`src/rtl/ascon_arbiter_pkg.sv`:
```
// Shared configuration for the Ascon core arbiter: data widths, core mode
// encoding and the arbiter FSM state type.
package ascon_arbiter_pkg;

    localparam int CCW      = 32;
    localparam int CCWD8    = CCW / 8;
    localparam int NREQ_MAX = 4;

    localparam logic [3:0] M_NOP  = 4'd0;
    localparam logic [3:0] M_ENC  = 4'd1;
    localparam logic [3:0] M_DEC  = 4'd2;
    localparam logic [3:0] M_HASH = 4'd3;
    localparam logic [3:0] M_XOF  = 4'd4;

    typedef enum logic [2:0] {
        RST_WAIT = 3'd0,
        IDLE     = 3'd1,
        START    = 3'd2,
        BUSY     = 3'd3,
        FINISH   = 3'd4
    } arb_fsm_t;

endpackage

```
`src/rtl/ascon_arbiter_if.sv`:
```
// Client-side request channels (packed per requester) plus the single
// core-side channel. slave = arbiter view, master = clients and core view.
interface ascon_arbiter_if #(
    parameter int NREQ = 2
) ();
    import ascon_arbiter_pkg::*;

    // Every stream channel is a plain valid/ready pair: a word moves on a
    // rising clk edge where both valid and ready are high; the source holds
    // data stable while valid is high and ready is low.
    logic [NREQ-1:0][3:0]       req_mode;
    logic [NREQ-1:0]            req_start;
    logic [NREQ-1:0][CCW-1:0]   req_key;
    logic [NREQ-1:0]            req_key_valid;
    logic [NREQ-1:0]            req_key_ready;
    logic [NREQ-1:0][CCW-1:0]   req_bdi;
    logic [NREQ-1:0][CCWD8-1:0] req_bdi_valid;
    logic [NREQ-1:0]            req_bdi_ready;
    logic [NREQ-1:0][3:0]       req_bdi_type;
    logic [NREQ-1:0]            req_bdi_eot;
    logic [NREQ-1:0]            req_bdi_eoi;
    logic [NREQ-1:0][CCW-1:0]   req_bdo;
    logic [NREQ-1:0]            req_bdo_valid;
    logic [NREQ-1:0]            req_bdo_ready;
    logic [NREQ-1:0][3:0]       req_bdo_type;
    logic [NREQ-1:0]            req_bdo_eot;
    logic [NREQ-1:0]            req_bdo_eoo;
    logic [NREQ-1:0]            req_done;
    logic [NREQ-1:0]            req_auth;
    logic [NREQ-1:0]            req_auth_valid;

    logic [3:0]       core_mode;
    logic [CCW-1:0]   core_key;
    logic             core_key_valid;
    logic             core_key_ready;
    logic [CCW-1:0]   core_bdi;
    logic [CCWD8-1:0] core_bdi_valid;
    logic             core_bdi_ready;
    logic [3:0]       core_bdi_type;
    logic             core_bdi_eot;
    logic             core_bdi_eoi;
    logic [CCW-1:0]   core_bdo;
    logic             core_bdo_valid;
    logic             core_bdo_ready;
    logic [3:0]       core_bdo_type;
    logic             core_bdo_eot;
    logic             core_bdo_eoo;
    logic             core_auth;
    logic             core_auth_valid;
    logic             core_done;

    modport slave (
        input  req_mode, req_key, req_key_valid, req_bdi, req_bdi_valid,
               req_bdi_type, req_bdi_eot, req_bdi_eoi, req_bdo_ready, req_bdo_eoo,
        output req_start, req_key_ready, req_bdi_ready, req_bdo, req_bdo_valid,
               req_bdo_type, req_bdo_eot, req_done, req_auth, req_auth_valid,
        output core_mode, core_key, core_key_valid, core_bdi, core_bdi_valid,
               core_bdi_type, core_bdi_eot, core_bdi_eoi, core_bdo_ready, core_bdo_eoo,
        input  core_key_ready, core_bdi_ready, core_bdo, core_bdo_valid,
               core_bdo_type, core_bdo_eot, core_auth, core_auth_valid, core_done
    );

    modport master (
        output req_mode, req_key, req_key_valid, req_bdi, req_bdi_valid,
               req_bdi_type, req_bdi_eot, req_bdi_eoi, req_bdo_ready, req_bdo_eoo,
        input  req_start, req_key_ready, req_bdi_ready, req_bdo, req_bdo_valid,
               req_bdo_type, req_bdo_eot, req_done, req_auth, req_auth_valid,
        input  core_mode, core_key, core_key_valid, core_bdi, core_bdi_valid,
               core_bdi_type, core_bdi_eot, core_bdi_eoi, core_bdo_ready, core_bdo_eoo,
        output core_key_ready, core_bdi_ready, core_bdo, core_bdo_valid,
               core_bdo_type, core_bdo_eot, core_auth, core_auth_valid, core_done
    );

endinterface

```
`src/rtl/ascon_rr_pick.sv`:
```
// Rotating-priority encoder: returns the first set request at or after
// ptr_i+1 (wrapping at N), so the last owner has the lowest priority.
module ascon_rr_pick #(
    parameter int N  = 2,
    parameter int IW = 1
) (
    input  logic [N-1:0]  req_i,
    input  logic [IW-1:0] ptr_i,
    output logic [IW-1:0] idx_o,
    output logic          any_o
);

    logic [IW-1:0] scan;

    always_comb begin
        idx_o = '0;
        any_o = 1'b0;
        scan  = ptr_i;
        for (int k = 0; k < N; k++) begin
            scan = (scan == IW'(N - 1)) ? '0 : scan + 1'b1;
            if (!any_o && req_i[scan]) begin
                idx_o = scan;
                any_o = 1'b1;
            end
        end
    end

endmodule

```
`src/rtl/ascon_arbiter.sv`:
```
// Job-granular round-robin arbiter sharing one ascon_core between NREQ
// clients; also bridges the system reset into the core's synchronous reset.
module ascon_arbiter
    import ascon_arbiter_pkg::*;
#(
    parameter int NREQ = 2
) (
    input  logic           clk,
    input  logic           rst_n,
    ascon_arbiter_if.slave bus,
    output logic           core_rst,
    output arb_fsm_t       dbg_state_o
);

    localparam int IW = $clog2(NREQ);

    arb_fsm_t        state_q, state_d;
    logic [IW-1:0]   gnt_q, gnt_d;
    logic [IW-1:0]   rr_ptr_q;
    logic [IW-1:0]   pick_idx;
    logic            pick_any;
    logic [3:0]      mode_q, mode_d;
    logic            done_q;
    logic            complete;
    logic            active;
    logic [NREQ-1:0] req_any;
    logic [NREQ-1:0] auth_q, auth_valid_q;
    logic [1:0]      rst_sync_q;

    // Asserts with rst_n, releases two edges after rst_n rises.
    always_ff @(posedge clk or negedge rst_n) begin
        if (!rst_n) rst_sync_q <= 2'b11;
        else        rst_sync_q <= {rst_sync_q[0], 1'b0};
    end
    assign core_rst = rst_sync_q[1];

    always_comb begin
        req_any = '0;
        for (int i = 0; i < NREQ; i++) req_any[i] = (bus.req_mode[i] != M_NOP);
    end

    ascon_rr_pick #(.N(NREQ), .IW(IW)) u_pick (
        .req_i (req_any),
        .ptr_i (rr_ptr_q),
        .idx_o (pick_idx),
        .any_o (pick_any)
    );

    // The core's done stays high between jobs; only its rising edge ends one.
    assign complete = bus.core_done & ~done_q;
    assign active   = (state_q == START) || (state_q == BUSY);

    always_ff @(posedge clk or negedge rst_n) begin
        if (!rst_n) state_q <= RST_WAIT;
        else        state_q <= state_d;
    end

    always_comb begin
        state_d = state_q;
        gnt_d   = gnt_q;
        mode_d  = mode_q;
        case (state_q)
            RST_WAIT: if (!core_rst) state_d = IDLE;
            IDLE: begin
                if (pick_any) begin
                    state_d = START;
                    gnt_d   = pick_idx;
                    mode_d  = bus.req_mode[pick_idx];
                end
            end
            START:    state_d = BUSY;
            BUSY:     if (complete) state_d = FINISH;
            FINISH:   state_d = IDLE;
            default:  state_d = RST_WAIT;
        endcase
    end

    always_ff @(posedge clk or negedge rst_n) begin
        if (!rst_n) begin
            gnt_q        <= '0;
            mode_q       <= M_NOP;
            rr_ptr_q     <= IW'(NREQ - 1);
            done_q       <= 1'b0;
            auth_q       <= '0;
            auth_valid_q <= '0;
        end else begin
            gnt_q  <= gnt_d;
            mode_q <= mode_d;
            done_q <= bus.core_done;
            if (state_q == START) begin
                auth_q[gnt_q]       <= 1'b0;
                auth_valid_q[gnt_q] <= 1'b0;
            end
            if (state_q == FINISH) begin
                rr_ptr_q <= gnt_q;
                if (mode_q == M_DEC) begin
                    auth_q[gnt_q]       <= bus.core_auth;
                    auth_valid_q[gnt_q] <= bus.core_auth_valid;
                end
            end
        end
    end

    always_comb begin
        bus.req_start      = '0;
        bus.req_done       = '0;
        bus.req_key_ready  = '0;
        bus.req_bdi_ready  = '0;
        bus.req_bdo        = '0;
        bus.req_bdo_valid  = '0;
        bus.req_bdo_type   = '0;
        bus.req_bdo_eot    = '0;
        bus.req_auth       = auth_q;
        bus.req_auth_valid = auth_valid_q;
        bus.core_mode      = M_NOP;
        bus.core_key       = '0;
        bus.core_key_valid = 1'b0;
        bus.core_bdi       = '0;
        bus.core_bdi_valid = '0;
        bus.core_bdi_type  = '0;
        bus.core_bdi_eot   = 1'b0;
        bus.core_bdi_eoi   = 1'b0;
        bus.core_bdo_ready = 1'b0;
        bus.core_bdo_eoo   = 1'b0;
        // key_valid is muxed in START too: the core picks key vs nonce load from it.
        if (active) begin
            bus.core_key                = bus.req_key[gnt_q];
            bus.core_key_valid          = bus.req_key_valid[gnt_q];
            bus.core_bdi                = bus.req_bdi[gnt_q];
            bus.core_bdi_valid          = bus.req_bdi_valid[gnt_q];
            bus.core_bdi_type           = bus.req_bdi_type[gnt_q];
            bus.core_bdi_eot            = bus.req_bdi_eot[gnt_q];
            bus.core_bdi_eoi            = bus.req_bdi_eoi[gnt_q];
            bus.core_bdo_ready          = bus.req_bdo_ready[gnt_q];
            bus.core_bdo_eoo            = bus.req_bdo_eoo[gnt_q];
            bus.req_key_ready[gnt_q]    = bus.core_key_ready;
            bus.req_bdi_ready[gnt_q]    = bus.core_bdi_ready;
            bus.req_bdo[gnt_q]          = bus.core_bdo;
            bus.req_bdo_valid[gnt_q]    = bus.core_bdo_valid;
            bus.req_bdo_type[gnt_q]     = bus.core_bdo_type;
            bus.req_bdo_eot[gnt_q]      = bus.core_bdo_eot;
        end
        if (state_q == START) begin
            bus.core_mode        = mode_q;
            bus.req_start[gnt_q] = 1'b1;
        end
        if (state_q == FINISH) bus.req_done[gnt_q] = 1'b1;
    end

    assign dbg_state_o = state_q;

endmodule

```
`src/flat_wrapper.sv`:
```
// flat-port wrapper written by rule: the top's interface ports become plain ports
module ascon_arbiter_flat import ascon_arbiter_pkg::*;
#(
    parameter int NREQ = 2
)
  (clk, rst_n, core_rst, dbg_state_o, bus_req_mode, bus_req_key, bus_req_key_valid, bus_req_bdi, bus_req_bdi_valid, bus_req_bdi_type, bus_req_bdi_eot, bus_req_bdi_eoi, bus_req_bdo_ready, bus_req_bdo_eoo, bus_req_start, bus_req_key_ready, bus_req_bdi_ready, bus_req_bdo, bus_req_bdo_valid, bus_req_bdo_type, bus_req_bdo_eot, bus_req_done, bus_req_auth, bus_req_auth_valid, bus_core_mode, bus_core_key, bus_core_key_valid, bus_core_bdi, bus_core_bdi_valid, bus_core_bdi_type, bus_core_bdi_eot, bus_core_bdi_eoi, bus_core_bdo_ready, bus_core_bdo_eoo, bus_core_key_ready, bus_core_bdi_ready, bus_core_bdo, bus_core_bdo_valid, bus_core_bdo_type, bus_core_bdo_eot, bus_core_auth, bus_core_auth_valid, bus_core_done);
  ascon_arbiter_if #(.NREQ(NREQ)) bus_i ();
  input  logic clk;
  input  logic rst_n;
  output logic core_rst;
  output arb_fsm_t dbg_state_o;
  input wire logic [$bits(bus_i.req_mode)-1:0] bus_req_mode;
  input wire logic [$bits(bus_i.req_key)-1:0] bus_req_key;
  input wire logic [$bits(bus_i.req_key_valid)-1:0] bus_req_key_valid;
  input wire logic [$bits(bus_i.req_bdi)-1:0] bus_req_bdi;
  input wire logic [$bits(bus_i.req_bdi_valid)-1:0] bus_req_bdi_valid;
  input wire logic [$bits(bus_i.req_bdi_type)-1:0] bus_req_bdi_type;
  input wire logic [$bits(bus_i.req_bdi_eot)-1:0] bus_req_bdi_eot;
  input wire logic [$bits(bus_i.req_bdi_eoi)-1:0] bus_req_bdi_eoi;
  input wire logic [$bits(bus_i.req_bdo_ready)-1:0] bus_req_bdo_ready;
  input wire logic [$bits(bus_i.req_bdo_eoo)-1:0] bus_req_bdo_eoo;
  output wire logic [$bits(bus_i.req_start)-1:0] bus_req_start;
  output wire logic [$bits(bus_i.req_key_ready)-1:0] bus_req_key_ready;
  output wire logic [$bits(bus_i.req_bdi_ready)-1:0] bus_req_bdi_ready;
  output wire logic [$bits(bus_i.req_bdo)-1:0] bus_req_bdo;
  output wire logic [$bits(bus_i.req_bdo_valid)-1:0] bus_req_bdo_valid;
  output wire logic [$bits(bus_i.req_bdo_type)-1:0] bus_req_bdo_type;
  output wire logic [$bits(bus_i.req_bdo_eot)-1:0] bus_req_bdo_eot;
  output wire logic [$bits(bus_i.req_done)-1:0] bus_req_done;
  output wire logic [$bits(bus_i.req_auth)-1:0] bus_req_auth;
  output wire logic [$bits(bus_i.req_auth_valid)-1:0] bus_req_auth_valid;
  output wire logic [$bits(bus_i.core_mode)-1:0] bus_core_mode;
  output wire logic [$bits(bus_i.core_key)-1:0] bus_core_key;
  output wire logic [$bits(bus_i.core_key_valid)-1:0] bus_core_key_valid;
  output wire logic [$bits(bus_i.core_bdi)-1:0] bus_core_bdi;
  output wire logic [$bits(bus_i.core_bdi_valid)-1:0] bus_core_bdi_valid;
  output wire logic [$bits(bus_i.core_bdi_type)-1:0] bus_core_bdi_type;
  output wire logic [$bits(bus_i.core_bdi_eot)-1:0] bus_core_bdi_eot;
  output wire logic [$bits(bus_i.core_bdi_eoi)-1:0] bus_core_bdi_eoi;
  output wire logic [$bits(bus_i.core_bdo_ready)-1:0] bus_core_bdo_ready;
  output wire logic [$bits(bus_i.core_bdo_eoo)-1:0] bus_core_bdo_eoo;
  input wire logic [$bits(bus_i.core_key_ready)-1:0] bus_core_key_ready;
  input wire logic [$bits(bus_i.core_bdi_ready)-1:0] bus_core_bdi_ready;
  input wire logic [$bits(bus_i.core_bdo)-1:0] bus_core_bdo;
  input wire logic [$bits(bus_i.core_bdo_valid)-1:0] bus_core_bdo_valid;
  input wire logic [$bits(bus_i.core_bdo_type)-1:0] bus_core_bdo_type;
  input wire logic [$bits(bus_i.core_bdo_eot)-1:0] bus_core_bdo_eot;
  input wire logic [$bits(bus_i.core_auth)-1:0] bus_core_auth;
  input wire logic [$bits(bus_i.core_auth_valid)-1:0] bus_core_auth_valid;
  input wire logic [$bits(bus_i.core_done)-1:0] bus_core_done;
  assign bus_i.req_mode = bus_req_mode;
  assign bus_i.req_key = bus_req_key;
  assign bus_i.req_key_valid = bus_req_key_valid;
  assign bus_i.req_bdi = bus_req_bdi;
  assign bus_i.req_bdi_valid = bus_req_bdi_valid;
  assign bus_i.req_bdi_type = bus_req_bdi_type;
  assign bus_i.req_bdi_eot = bus_req_bdi_eot;
  assign bus_i.req_bdi_eoi = bus_req_bdi_eoi;
  assign bus_i.req_bdo_ready = bus_req_bdo_ready;
  assign bus_i.req_bdo_eoo = bus_req_bdo_eoo;
  assign bus_req_start = bus_i.req_start;
  assign bus_req_key_ready = bus_i.req_key_ready;
  assign bus_req_bdi_ready = bus_i.req_bdi_ready;
  assign bus_req_bdo = bus_i.req_bdo;
  assign bus_req_bdo_valid = bus_i.req_bdo_valid;
  assign bus_req_bdo_type = bus_i.req_bdo_type;
  assign bus_req_bdo_eot = bus_i.req_bdo_eot;
  assign bus_req_done = bus_i.req_done;
  assign bus_req_auth = bus_i.req_auth;
  assign bus_req_auth_valid = bus_i.req_auth_valid;
  assign bus_core_mode = bus_i.core_mode;
  assign bus_core_key = bus_i.core_key;
  assign bus_core_key_valid = bus_i.core_key_valid;
  assign bus_core_bdi = bus_i.core_bdi;
  assign bus_core_bdi_valid = bus_i.core_bdi_valid;
  assign bus_core_bdi_type = bus_i.core_bdi_type;
  assign bus_core_bdi_eot = bus_i.core_bdi_eot;
  assign bus_core_bdi_eoi = bus_i.core_bdi_eoi;
  assign bus_core_bdo_ready = bus_i.core_bdo_ready;
  assign bus_core_bdo_eoo = bus_i.core_bdo_eoo;
  assign bus_i.core_key_ready = bus_core_key_ready;
  assign bus_i.core_bdi_ready = bus_core_bdi_ready;
  assign bus_i.core_bdo = bus_core_bdo;
  assign bus_i.core_bdo_valid = bus_core_bdo_valid;
  assign bus_i.core_bdo_type = bus_core_bdo_type;
  assign bus_i.core_bdo_eot = bus_core_bdo_eot;
  assign bus_i.core_auth = bus_core_auth;
  assign bus_i.core_auth_valid = bus_core_auth_valid;
  assign bus_i.core_done = bus_core_done;
  ascon_arbiter #(.NREQ(NREQ)) u_core (.clk(clk), .rst_n(rst_n), .bus(bus_i), .core_rst(core_rst), .dbg_state_o(dbg_state_o));
endmodule
```
`config.mk`:
```
export PLATFORM = sky130hd
export DESIGN_NAME = ascon_arbiter_flat
export DESIGN_NICKNAME = d
export VERILOG_FILES = /design/src/rtl/ascon_arbiter_pkg.sv /design/src/rtl/ascon_arbiter_if.sv /design/src/rtl/ascon_rr_pick.sv /design/src/rtl/ascon_arbiter.sv /design/src/flat_wrapper.sv
export SDC_FILE = /design/constraint.sdc
export NUM_CORES = 1
export LEC_CHECK = 0
export BUFFER_PORTS_ARGS = -buffer_cell sky130_fd_sc_hd__buf_2
export CAP_MARGIN = 20
export CELL_PAD_IN_SITES_DETAIL_PLACEMENT = 2
export CELL_PAD_IN_SITES_GLOBAL_PLACEMENT = 2
export CORE_MARGIN = 1.5
export CORE_UTILIZATION = 10
export CTS_CLUSTER_DIAMETER = 30
export CTS_CLUSTER_SIZE = 16
export DETAILED_ROUTE_END_ITERATION = 7
export PLACE_DENSITY = 0.79
export SLEW_MARGIN = 40
export SYNTH_ARGS = -nofsm -noshare
export SYNTH_HDL_FRONTEND = slang
export SYNTH_HIERARCHICAL = 1
export SYNTH_SLANG_ARGS = --single-unit
```
`constraint.sdc`:
```
create_clock -name clk -period 1.3 [get_ports clk]
set_input_delay 0.26 -clock clk [delete_from_list [all_inputs] [get_ports clk]]
set_output_delay 0.26 -clock clk [all_outputs]
set_load 0.005 [all_outputs]
```
==> results of run 1 <==
[worst max-delay path: stages (launching register included)]
cell and delay, ns:
dfrtp_2 0.42, nand2b_4 0.11, nor2_4 0.05, buf_12 0.13, buf_16 0.16, clkbuf_16 0.16
a22o_1 0.21, buf_2 0.12
[report_power, final]
part	total, mW	leakage [nW]	switching [mW]	internal [mW]
Clock	0.634	0.0382	0.216	0.417
Combinational	12.2	3.03	5.25	6.92
Sequential	0.780	0.188	0.126	0.654
Total	13.6	3.26	5.59	7.99
[timing repair]
action	CTS	global route
setup endpoints to repair	177	181
pin swaps	63	30
hold endpoints to repair	13	0
hold buffers	1	0
resized for setup	113	48
cloned	12	4
buffers inserted	20	11
[worst max-delay path by stage]
stage / end / depth (start not counted) / slack, ns
floorplan: u_core/gnt_q / 6 / -0.25
global placement: u_core/gnt_q / 5 / -0.58
detailed placement: u_core/mode_q[1] / 6 / -0.50
CTS: bus_core_key[1] / 7 / -0.62
global route: bus_core_key[0] / 7 / -0.64
finish: bus_core_key[2] / 7 / -0.60
[layout make-up]
type                    count  area (um^2)  area share
clock buffers               4         78.8      0.0135
inverters                   3         11.3     0.00193
repair buffers            450         3170       0.543
diodes                      1         2.50    0.000429
well taps                 275          344      0.0590
multi-input cells         214         1820       0.312
flip-flops and latches     16          407      0.0697
[cell usage after synthesis, types with 2 or more instances]
library cell	number
a21oi_1	5
a22o_1	77
and2_1	84
buf_2	10
buf_4	8
clkbuf_1	10
dfrtp_1	13
dfstp_2	3
inv_1	2
mux2i_1	8
nand2_1	4
nor2_1	9
nor2_4	2
o21ai_0	6
or4_1	2
[kinds of logic after synthesis]
kind of cell / share of synthesized area
buffers and inverters: 0.0767
muxes: 0.0377
other: 0.00177
DFF: 0.190
AOI/OAI and AO/OA: 0.363
and+or+nand+nor: 0.331
[through the flow]
stage / std cells / setup slack, ns
3_5_place_dp: 918 / -0.496
6_report: 963 / -0.600
2_1_floorplan: 262 / -0.254
3_3_place_gp: 918 / -0.580
4_1_cts: 955 / -0.616
5_1_grt: 963 / -0.640
[metal layers]
layer / vias up / GRT usage / routed length (um)
met2: 187 / 0.287 / 9900
met3: 14 / 0.0233 / 1200
met4: 0 / 0.0351 / 309
met5: - / 0 / 0
li1: 1810 / - / -
met1: 1912 / 0.190 / 7790
==> reports/metrics.yaml, run 1 <==
run_status:
  status: "finished, violations left"
  violations: "setup timing"
global_routing:
  grt_max_degree: 42
  grt.total_usage: 0.156
  grt_pass1_vias: 4114
  grt_pass1_wl_mm: 26.0
  gr-total-overflow: 0
  antenna_found_initial: 1
cells_and_area:
  final_common_cell: "buf_2"
  final_layout_size_suffix_gt1_frac: 0.763
  most-common-layout-cells: "339 x buf_2, 75 x a22o_1, 56 x buf_6, 51 x and2_1, 33 x and2_4"
  fin_area_mm2: 0.00584
  nets: 895
  fillers: 2445
  area_growth_pct: 175
  post-route-util: 0.279
synthesis:
  synth_top_cell_by_area: "a22o_1"
  synth.area.top_cells: "a22o_1 32%, and2_1 25%, dfrtp_1 15%, mux2i_1 3.8%, dfstp_2 3.7%"
  synthCells: 262
  synth-edff-count: 0
  syn_area_mm2: 0.00212
  async_flop_share: 1.00
  ys_types: 34
  syn_avg_cell_area_um2: 8.10
  synth_warnings: 6
  syn_nets: 469
  seq_area_frac_synth: 0.190
  ys_seq_elements: 16
  netlist.area_leader.share: 0.318
  synthFlopType: "dfrtp_1"
placement:
  io_buffers: 379
  routabilityCongestion: 0.740
  dp_hpwl_mm: 13.5
  place_area_mm2: 0.00455
setup_path:
  crit_path_start: "u_core/dbg_state_o[1]"
  critPathKind: "flip-flop to output pin"
  cp-end-kind: "output pin"
  worstSetupStartpointType: "flip-flop"
  cp.arrival_ns: 1.64
  rr_startpoint: "u_core/dbg_state_o[2]"
  cp.required_ns: 1.04
  r2r_cells: 8
  cp_max_fo: 9
  r2r_slack_ns: -0.39
clock_network:
  htree_levels: 1
  clkTransAtPathRegs_ns: 0.05
  cts-root-buf: "clkbuf_16"
  cts.sinks: 16
  cts_buffers: 3
  clockBufferDepth: 2
  clk_latency_ns: 0.26
  cts_tree: "done"
timing:
  hold_violations: 0
  worst_clock_skew_ns: 0.00386
  setup_ws_ns: -0.600
  rsz0062_at_grt: "true"
  fmax_ghz: 0.526
  fin_setup_tns_ns: -88.83
  final.min_clock_period_ns: 1.90
  slew_violations: 0
  whs_ns: 0.136
  fin_crit_sh: 1.46
  finalSetupViolCount: 178
power_and_ir_drop:
  p_leak_nw: 3.26
  total_power_mw: 13.6
  vdd_drop_max_mv: 0.908
  p_per_area_mw_per_mm2: 2330
detailed_routing:
  vias: 3923
  wl_per_cell_um: 19.9
  drtIter0Drc: 86
  drc: 0
  finalWirelength_mm: 19.2
  drtAntennaViolNets: 0
  avgViaCountPerCell: 4.07
  dr.pass1.iters: 4
worst_hold_path:
  hp-class: "input pin to flip-flop"
  hold_start: "bus_core_done"
  holdPathStages: 1
  min_to: "u_core/done_q"
floorplan:
  core_mm2: 0.0209
  die_width_um: 149
  die_area_mm2: 0.0221
  io_pins: 380
  die-height_um: 149
  initial_core_util: 0.102
  row_count: 53
run:
  maxCapViolations: 0
(Power assumes the default switching activity.)
==> run 2: changes to the inputs <==
--- a/config.mk
+++ b/config.mk
@@ -9,12 +9,12 @@
 export CAP_MARGIN = 20
 export CELL_PAD_IN_SITES_DETAIL_PLACEMENT = 2
 export CELL_PAD_IN_SITES_GLOBAL_PLACEMENT = 2
-export CORE_MARGIN = 1.5
-export CORE_UTILIZATION = 10
+export CORE_AREA = 2 2 147 149
 export CTS_CLUSTER_DIAMETER = 30
 export CTS_CLUSTER_SIZE = 16
 export DETAILED_ROUTE_END_ITERATION = 7
-export PLACE_DENSITY = 0.79
+export DIE_AREA = 0 0 149 151
+export PLACE_DENSITY = 0.77
 export SLEW_MARGIN = 40
 export SYNTH_ARGS = -nofsm -noshare
 export SYNTH_HDL_FRONTEND = slang
==> constraint.sdc (replaced) <==
create_clock -name clk -period 1.8 [get_ports clk]
set_input_delay 0.36 -clock clk [delete_from_list [all_inputs] [get_ports clk]]
set_output_delay 0.36 -clock clk [all_outputs]
set_load 0.005 [all_outputs]
==> run 2 against run 1 <==
Net effect:
- the run still ends with setup timing left
- critical path depth is the same
- power is 34% lower
- clock skew is 0.0016 ns lower
- clock power down 31%
- non-clock buffer count fell by 18
- clock-buffer cell count stayed put
- setup slack better by 0.44 ns
- flip-flop and latch count stayed put
- combinational power decreased by 35%
- sequential power shrank 23%
- register-to-register slack gained 0.72 ns
==> reports/metrics.yaml, run 2 (same netlist as run 1, synthesis figures left out) <==
run:
  maxCapViolations: 0  # unchanged
clock_network:
  cts_buffers: 3  # unchanged
  holdBufCountCts: 0  # -1
  cts_tree: "done"
  htree_levels: 1  # unchanged
  clockBufferDepth: 2  # unchanged
  clk_latency_ns: 0.24  # -0.02 ns
  cts.sinks: 16  # unchanged
  cts-root-buf: "clkbuf_16"
  clkTransAtPathRegs_ns: 0.05  # about the same
cells_and_area:
  post-route-util: 0.264  # -0.0155
  fin_area_mm2: 0.00549  # -5.9%
  area_growth_pct: 159
  final_layout_size_suffix_gt1_frac: 0.725  # -0.0378
  nets: 877  # -2.0%
  final_common_cell: "buf_2"
  most-common-layout-cells: "341 x buf_2, 76 x a22o_1, 49 x and2_1, 47 x buf_6, 35 x and2_4"
  fillers: 2469  # +0.98%
timing:
  slew_violations: 0  # unchanged
  hold_violations: 0  # unchanged
  fin_crit_sh: 1.09
  setup_ws_ns: -0.157  # +0.443 ns
  worst_clock_skew_ns: 0.00226  # -0.00160 ns
  final.min_clock_period_ns: 1.96
  fin_setup_tns_ns: -12.81  # +76.02 ns
  fmax_ghz: 0.511
  finalSetupViolCount: 159  # -11%
  rsz0062_at_grt: "true"
setup_path:
  worstSetupStartpointType: "flip-flop"
  cp.required_ns: 1.44  # +0.40 ns
  r2r_slack_ns: 0.33  # +0.72 ns
  slowest_delay_ns: 0.38  # -0.04 ns
  r2r_cells: 5  # -3
  cp-end-kind: "output pin"
  cp_max_fo: 9  # unchanged
  path_buf_inv: 4  # unchanged
  worstPathCellList: "nand2b_4, nor2_4, buf_12, buf_12, clkbuf_16, a22o_1, buf_2"
  cpLargestDelayFamily: "buffers and inverters"
  rr_startpoint: "u_core/dbg_state_o[1]"
  crit_top_cell: "buf_12"
  critPathSlowestCell: "dfrtp_1"
  cp.arrival_ns: 1.60  # -0.04 ns
  critPathKind: "flip-flop to output pin"
global_routing:
  grt_pass1_vias: 3833  # -6.8%
  grt_max_degree: 53  # +26%
  grt.total_usage: 0.130  # -0.0261
  antenna_found_initial: 13  # +12
  gr-total-overflow: 0  # unchanged
  grt_pass1_wl_mm: 22.8  # -12%
detailed_routing:
  drtAntennaViolNets: 0  # unchanged
  vias: 3813  # -2.8%
  wl_per_cell_um: 20.1  # +0.85%
  dr.pass1.iters: 4  # unchanged
  drc: 0  # unchanged
  drtIter0Drc: 76  # -12%
  finalWirelength_mm: 19.1  # -0.51%
  avgViaCountPerCell: 4.01  # -1.5%
placement:
  place_area_mm2: 0.00455  # about the same
  dp_hpwl_mm: 14.7  # +8.7%
  routabilityCongestion: 0.756  # +2.2%
  pre_cts_slack_ns: -0.0509  # +0.445 ns
  io_buffers: 379  # unchanged
floorplan:
  die-height_um: 151  # +1.6%
  io_pins: 380  # unchanged
  core_mm2: 0.0208  # -0.32%
  initial_core_util: 0.102  # +0.000324
  die_width_um: 149  # +0.22%
  row_count: 53  # unchanged
  die_area_mm2: 0.0225  # +1.8%
power_and_ir_drop:
  p_per_area_mw_per_mm2: 1640  # -30%
  p_leak_nw: 3.11  # -4.4%
  vdd_drop_max_mv: 0.610  # -33%
  clockPowerShare: 0.048  # about the same
  switching_share: 0.404  # -0.00724
  switching_power_mw: 3.63  # -35%
  pwr-share-comb: 0.885  # -0.011
  p_int_mw: 5.35  # -33%
  pwr-share-seq: 0.066  # +0.009
worst_hold_path:
  hp-class: "input pin to async pin"
run_status:
  status: "finished, violations left"
  violations: "setup timing"
[run 2: power by group through the flow]
stage          combinational (mW)  clock [mW]  sequential (mW)
2_1_floorplan                2.72           0            0.551
3_3_place_gp                 5.69           0            0.569
3_5_place_dp                 5.81           0            0.571
4_1_cts                      5.91       0.444            0.577
5_1_grt                      8.56       0.458            0.614
6_report                     7.95       0.435            0.597
[run 2: routing by layer]
layer | GRT usage | wire length, um | vias up
met5 | 0 | 79 | -
met4 | 0.0124 | 89 | 12
met3 | 0.0572 | 1690 | 18
met2 | 0.240 | 9950 | 178
met1 | 0.143 | 7280 | 1820
li1 | - | - | 1785
[run 2: area by class of cell]
class                      instances  area, um^2  share of cell area
antenna                            6        15.0             0.00273
tap                              275         344              0.0626
clock buffer                       4        78.8              0.0143
multi-input combinational        214        1690               0.308
inverter                           3        11.3             0.00205
timing repair buffer             432        2950               0.536
sequential                        16         405              0.0738
[run 2: how the worst max path moves through the flow]
stage          cells past startpoint                   from                to  slack (ns)
3_3_place_gp                       7        bus_req_mode[6]  u_core/mode_q[0]      -0.005
3_5_place_dp                       7        bus_req_mode[6]  u_core/mode_q[0]       -0.05
5_1_grt                            7  u_core/dbg_state_o[2]  bus_core_key[21]       -0.20
4_1_cts                            6  u_core/dbg_state_o[2]  bus_core_key[11]       -0.16
2_1_floorplan                      6        bus_req_mode[6]      u_core/gnt_q        0.15
6_report                           7  u_core/dbg_state_o[2]  bus_core_key[21]       -0.16
[run 2: what timing repair did]
item / CTS / global route
pin swaps: 8 / 48
setup endpoints to repair: 162 / 164
gates resized for setup: 6 / 101
setup buffers: 2 / 6
cloned: 0 / 15
[run 2: through the flow]
step                      power (mW)  cells  hold slack [ns]
after floorplan                 3.27    262           0.0644
after global placement          6.26    917            0.297
after detailed placement        6.38    917            0.301
after CTS                       6.93    923           0.0424
after global routing            9.63    945           0.0542
final                           8.98    950           0.0331
[run 2: worst reg2reg max path: stages (launching register included)]
cell and delay (ns):
dfrtp_1 0.39, buf_4 0.14, buf_12 0.12, or3b_4 0.40, o21ai_0 0.18, mux2i_1 0.11
